--- config.mk ---
export PLATFORM = sky130hd
export DESIGN_NAME = cpu_controller
export DESIGN_NICKNAME = d
export VERILOG_FILES = /design/src/rtl/cpu_pkg.sv /design/src/rtl/cpu_controller_instr_dec.sv /design/src/rtl/cpu_controller.sv
export SDC_FILE = /design/constraint.sdc
export NUM_CORES = 1
export LEC_CHECK = 0
export CAP_MARGIN = 20
export CORE_MARGIN = 5
export CORE_UTILIZATION = 37
export DETAILED_ROUTE_END_ITERATION = 8
export PLACE_DENSITY = 0.8
export REMOVE_ABC_BUFFERS = 1
export SYNTH_ARGS = -nofsm -noshare
export SYNTH_HDL_FRONTEND = slang
export SYNTH_SLANG_ARGS = --single-unit
--- constraint.sdc ---
create_clock -name clk -period 1.81 [get_ports clk]
set_input_delay 0.4525 -clock clk [delete_from_list [all_inputs] [get_ports clk]]
set_output_delay 0.4525 -clock clk [all_outputs]
set_load 0.1 [all_outputs]
--- src/rtl/cpu_pkg.sv ---
// Shared encodings for the instruction controller: FSM states, ISA opcode/op codes, write-back selects.
package cpu_pkg;

  localparam logic [2:0] ST_WAIT   = 3'd0;
  localparam logic [2:0] ST_DECODE = 3'd1;
  localparam logic [2:0] ST_GET_A  = 3'd2;
  localparam logic [2:0] ST_GET_B  = 3'd3;
  localparam logic [2:0] ST_ALU    = 3'd4;
  localparam logic [2:0] ST_WR_REG = 3'd5;
  localparam logic [2:0] ST_WR_IMM = 3'd6;

  typedef enum logic [2:0] {
    S_WAIT   = ST_WAIT,
    S_DECODE = ST_DECODE,
    S_GET_A  = ST_GET_A,
    S_GET_B  = ST_GET_B,
    S_ALU    = ST_ALU,
    S_WR_REG = ST_WR_REG,
    S_WR_IMM = ST_WR_IMM
  } state_e;

  localparam logic [2:0] OPC_MOV = 3'b110;
  localparam logic [2:0] OPC_ALU = 3'b101;

  localparam logic [1:0] OP_MOV_IMM = 2'b10;
  localparam logic [1:0] OP_MOV_REG = 2'b00;
  localparam logic [1:0] OP_ADD     = 2'b00;
  localparam logic [1:0] OP_CMP     = 2'b01;
  localparam logic [1:0] OP_AND     = 2'b10;
  localparam logic [1:0] OP_MVN     = 2'b11;

  localparam logic [1:0] VSEL_C     = 2'b00;
  localparam logic [1:0] VSEL_PC    = 2'b01;
  localparam logic [1:0] VSEL_IMM8  = 2'b10;
  localparam logic [1:0] VSEL_MDATA = 2'b11;

endpackage

--- src/rtl/cpu_controller_instr_dec.sv ---
// Combinational instruction decode: field extraction, sign extension, and instruction class flags.
module instr_dec
  import cpu_pkg::*;
(
  input  logic [15:0] ir_i,
  output logic [2:0]  rn_o,
  output logic [2:0]  rd_o,
  output logic [2:0]  rm_o,
  output logic [1:0]  op_o,
  output logic [1:0]  sh_o,
  output logic [15:0] sximm8_o,
  output logic [15:0] sximm5_o,
  output logic        is_mov_imm_o,
  output logic        is_mov_reg_o,
  output logic        is_mvn_o,
  output logic        is_cmp_o,
  output logic        legal_o
);

  logic [2:0] opcode;
  logic       is_alu;

  assign opcode   = ir_i[15:13];
  assign op_o     = ir_i[12:11];
  assign rn_o     = ir_i[10:8];
  assign rd_o     = ir_i[7:5];
  assign sh_o     = ir_i[4:3];
  assign rm_o     = ir_i[2:0];
  assign sximm8_o = {{8{ir_i[7]}}, ir_i[7:0]};
  assign sximm5_o = {{11{ir_i[4]}}, ir_i[4:0]};

  // Every op under the ALU opcode is legal; only two of the four MOV ops are.
  assign is_alu       = (opcode == OPC_ALU);
  assign is_mov_imm_o = (opcode == OPC_MOV) && (op_o == OP_MOV_IMM);
  assign is_mov_reg_o = (opcode == OPC_MOV) && (op_o == OP_MOV_REG);
  assign is_mvn_o     = is_alu && (op_o == OP_MVN);
  assign is_cmp_o     = is_alu && (op_o == OP_CMP);
  assign legal_o      = is_alu || is_mov_imm_o || is_mov_reg_o;

endmodule

--- src/rtl/cpu_controller.sv ---
// Instruction register plus Moore FSM sequencing the register-file/ALU datapath, one instruction per s request.
module cpu_controller
  import cpu_pkg::*;
#(
  parameter int IW = 16,
  parameter int RW = 3
) (
  input  logic          clk,
  input  logic          reset,
  input  logic          s,
  input  logic          load,
  input  logic [IW-1:0] in,
  output logic          w,
  output logic [RW-1:0] readnum,
  output logic [RW-1:0] writenum,
  output logic          write,
  output logic          loada,
  output logic          loadb,
  output logic          loadc,
  output logic          loads,
  output logic          asel,
  output logic          bsel,
  output logic [1:0]    vsel,
  output logic [1:0]    shift,
  output logic [1:0]    ALUop,
  output logic [15:0]   sximm8,
  output logic [15:0]   sximm5,
  output logic [2:0]    dbg_state
);

  state_e        state_q, state_d;
  logic [IW-1:0] ir_q, ir_d;

  logic [2:0] rn, rd, rm;
  logic [1:0] op, sh;
  logic       is_mov_imm, is_mov_reg, is_mvn, is_cmp, legal;

  instr_dec u_dec (
    .ir_i         (ir_q),
    .rn_o         (rn),
    .rd_o         (rd),
    .rm_o         (rm),
    .op_o         (op),
    .sh_o         (sh),
    .sximm8_o     (sximm8),
    .sximm5_o     (sximm5),
    .is_mov_imm_o (is_mov_imm),
    .is_mov_reg_o (is_mov_reg),
    .is_mvn_o     (is_mvn),
    .is_cmp_o     (is_cmp),
    .legal_o      (legal)
  );

  assign dbg_state = state_q;
  assign shift     = sh;

  // IR only accepts a new word while idle, so the instruction in flight is never disturbed.
  always_comb begin
    ir_d = ir_q;
    if (state_q == S_WAIT && load) ir_d = in;
  end

  always_ff @(posedge clk) begin
    if (reset) begin
      state_q <= S_WAIT;
      ir_q    <= '0;
    end else begin
      state_q <= state_d;
      ir_q    <= ir_d;
    end
  end

  always_comb begin
    state_d  = state_q;
    w        = 1'b0;
    readnum  = '0;
    writenum = '0;
    write    = 1'b0;
    loada    = 1'b0;
    loadb    = 1'b0;
    loadc    = 1'b0;
    loads    = 1'b0;
    asel     = 1'b0;
    bsel     = 1'b0;
    vsel     = VSEL_C;
    ALUop    = op;
    case (state_q)
      S_WAIT: begin
        w = 1'b1;
        if (s) state_d = S_DECODE;
      end
      S_DECODE: begin
        if (!legal)                    state_d = S_WAIT;
        else if (is_mov_imm)           state_d = S_WR_IMM;
        else if (is_mov_reg || is_mvn) state_d = S_GET_B;
        else                           state_d = S_GET_A;
      end
      S_GET_A: begin
        readnum = rn;
        loada   = 1'b1;
        state_d = S_GET_B;
      end
      S_GET_B: begin
        readnum = rm;
        loadb   = 1'b1;
        state_d = S_ALU;
      end
      S_ALU: begin
        // Single-operand instructions zero the A side so the ALU passes/inverts B.
        asel = is_mov_reg || is_mvn;
        if (is_mov_reg) ALUop = 2'b00;
        if (is_cmp) begin
          loads   = 1'b1;
          state_d = S_WAIT;
        end else begin
          loadc   = 1'b1;
          state_d = S_WR_REG;
        end
      end
      S_WR_REG: begin
        writenum = rd;
        vsel     = VSEL_C;
        write    = 1'b1;
        state_d  = S_WAIT;
      end
      S_WR_IMM: begin
        writenum = rn;
        vsel     = VSEL_IMM8;
        write    = 1'b1;
        state_d  = S_WAIT;
      end
      default: state_d = S_WAIT;
    endcase
  end

endmodule

==> results.md <==
* Status: finished, violations left
* Failing checks: setup timing
* Cell count after synthesis at 163
* Leak at between 0.001 and 0.0015 µW
* Worst path max stage delay at between 0.3 and 0.4 ns
* Via Count at approximately 1,400
* WL met3 at between 200 and 300 µm
* Placer Congestion at 0.812
* Met2 WL at ~2800 µm
* Non-Filler Instances at 269
* Fin. Hold Viols at 0
* Initial antenna violation count at 0
* Clk Latency, worst-skew pair at ~0.3 ns
* DR WL/cell at about 19 µm
* Maxcap violations at 0
* Chip width at 67.9 µm
* Cell count after placement at around 250
* Share of cells above drive strength 1 at 0.534
* Worst Path Buf+Inv at 2
* Pwr dens at 585 nW/µm²
* Crit. End Element: primary output
* Layout Skew at 0.00655 ns
* Worst-case clock buffer depth at 2
* Sequential share of the synthesized area at 0.307
* Clock-pin slew on the worst setup and hold paths at between 0.1 and 0.15 ns
* Yosys reg bits at 19
* Hold Crit Class: reg2reg
* Clock Sinks at 19
* Starting DRT DRC Count at 76
* Setup slack, reg-to-reg at ~0.22 ns
* Final setup margin at -0.103 ns
* Crit. Startpoint: ir_q[11]
* Setup crit end: asel
* NetSw at a little over 700 µW
* Critical Path AT at around 1.5 ns
* Avg Inst Size Synth at roughly 7.6 µm²
* Die Ht at between 60 and 70 µm
* Min Tclk post-route at roughly 1.9 ns
* Final Max Slew Viols at 0
* Cell Rows at 21
* Gr ovfl total at 0
* Die Area at 4600 µm²
* PortBufs at ~70
* # nets final at ~240
* DRC at 0
* Ys Warns at 0
* Setup-failing EPs final at 10
* Unrepaired setup endpoints after global routing: yes
* Core Util, Final at 0.819
* Crit-path cells: buf_6 -> and4b_1 -> o21ai_1 -> nor2_2 -> buf_12
* Yosys cell types at 32
* R2R cell count at 5
* Required @ worst endpoint at roughly 1.4 ns
* First-pass GRT wire length at slightly above 7000 µm
* Pre-antenna DRT Iters at 4
* Post-synthesis instance area at roughly 1200 µm²
* FF-to-FF Start: dbg_state[0]
* Period utilization at 1.06
* Ports at 75
* Hold WS at 0.514 ns
* Root buf cell: clkbuf_4
* Hold-fix buffers at CTS at 0
* Area Growth Syn to Fin at 117%
* Achievable Freq at about 520 MHz
* Final wirelength at ~5000 µm
* WS Path Type: reg2out
* Number of global-route vias before repair at 1,389
* Starting density of the core at 0.377
* CTS tree: built
* Worst path depth at 5
* CP max-delay cell: dfxtp_4
* P_int at 847 µW
* Top Layer Used: met4
* Reg2reg end: ir_q[15]
* Maximum VDD drop at slightly above 0.5 mV
* Ant diodes at 0
* Largest delay share family, worst path: flip-flops
* Seq pwr share at 0.303
* Core Region at ~3300 µm²
* PnR Total Power at roughly 1600 µW
* Worst-path fanout max at 4
* Number of synthesized flops with an enable pin at 0
* Total global-route track usage at 0.211
* Comb power frac at 0.553
* Top_reg_cell synth: dfxtp_1
* Largest net degree at the start of global routing at 17
* Clock share of power at 0.144
* Startpoint class of the critical path: flip-flop
* Async set-or-reset flop fraction in the synthesized netlist at 0
* Placed wire-length estimate at between 3000 and 4000 µm
* Final ANT Viol Nets at 0
* CTS buffer count at 3
* Sw frac at 0.462
* Setup_tns at -0.601 ns
* Vias per std cell at ~5.0
* H-Tree Depth at 1
* Met1 wire length at ~1800 µm
-- logic make-up (layout without fill, tap and decap cells) --
logic type      count (synthesis)  after routing  share of synthesized area
simple gates                   63             63                      0.267
buf+inv                        47            106                      0.261
compound gates                 30             30                      0.138
flops                          19             19                      0.307
mux                             3              3                     0.0242
other cells                     1              2                    0.00303
-- stage by stage --
step / area (µm²) / setup slack (ns)
finish: 2690 / -0.103
global route: 2690 / -0.156
CTS: 2540 / -0.101
detailed placement: 2380 / -0.0688
global placement: 2380 / 0.00151
floorplan: 923 / -8.03
-- per-layer routing --
layer  global-route usage  vias up
li1                     -      624
met3               0.0542       16
met5                    0        -
met2                0.388       57
met1                0.222      660
met4                0.104        0
-- power groups by stage --
stage | clock network, µW | registers, µW | logic [µW]
global route | 244 | 481 | 894
floorplan | 0 | 843 | 100
CTS | 219 | 471 | 842
detailed placement | 0 | 478 | 818
global placement | 0 | 475 | 807
finish | 226 | 477 | 871
-- tightest hold or removal path: cells and delay by family, from the launching register on --
kind               cells  cell delay, ns
DFF                    1            0.37
and+or+nand+nor        1            0.06
AOI/OAI and AO/OA      1            0.06
-- layout make-up --
type / instances / area, µm²
inverters: 1 / 3.75
repair buffers: 101 / 1510
fillers: 160 / 593
flip-flops and latches: 19 / 403
well taps: 46 / 57.6
clock buffers: 4 / 26.3
multi-input cells: 98 / 691
-- sequential cells by signal, indices dropped and copies added, names as in the netlist --
register	flops
ir_q	16
dbg_state	3
-- how the worst min path moves through the flow --
stage,slack (ns),endpoint,cells after the start,from
floorplan,0.44,ir_q[10],2,ir_q[10]
global placement,0.46,ir_q[9],2,ir_q[9]
detailed placement,0.47,ir_q[10],2,ir_q[10]
CTS,0.48,ir_q[8],2,ir_q[8]
global route,0.53,ir_q[14],2,ir_q[14]
finish,0.51,ir_q[14],2,ir_q[14]
-- placed cells by master (no fill, tap or decap), types with 2 or more instances in the layout --
cell type        synthesis  routed
clkbuf_4                 0       3
nor2_4                   0       5
buf_6                    1       3
mux2i_4                  0       3
a21oi_1                 18      18
dfxtp_1                 19      11
nor4b_4                  1       2
buf_12                   0      55
buf_4                   36      22
nand2_1                 33      32
nor2_2                   0       2
nor2b_2                  0       3
dfxtp_4                  0       5
dfxtp_2                  0       3
a22oi_2                  0       2
and4b_1                  2       2
nand3b_1                 2       2
o211ai_1                 3       3
conb_1                   1       2
clkdlybuf4s50_1          0      19
o21ai_0                  3       2
-- cells in the mapped netlist (2+ instances only) --
cell type   n  area share
nor2_1      8       0.024
nor2b_1     5       0.025
o211ai_1    3       0.018
o21ai_0     3       0.012
mux2i_1     3       0.024
a22oi_1     3       0.018
nand2_1    33        0.10
and4b_1     2       0.016
a21oi_1    18       0.073
buf_4      36        0.22
nand2b_1    3       0.015
dfxtp_1    19        0.31
clkbuf_1    5       0.015
nand3b_1    2       0.012
buf_2       3       0.012
-- what timing repair did --
action	CTS	global route
setup endpoints to repair	14	14
resized for setup	28	27
pin swaps	6	7
setup buffers	7	5
Note: power is estimated with default switching activity, not from simulation.
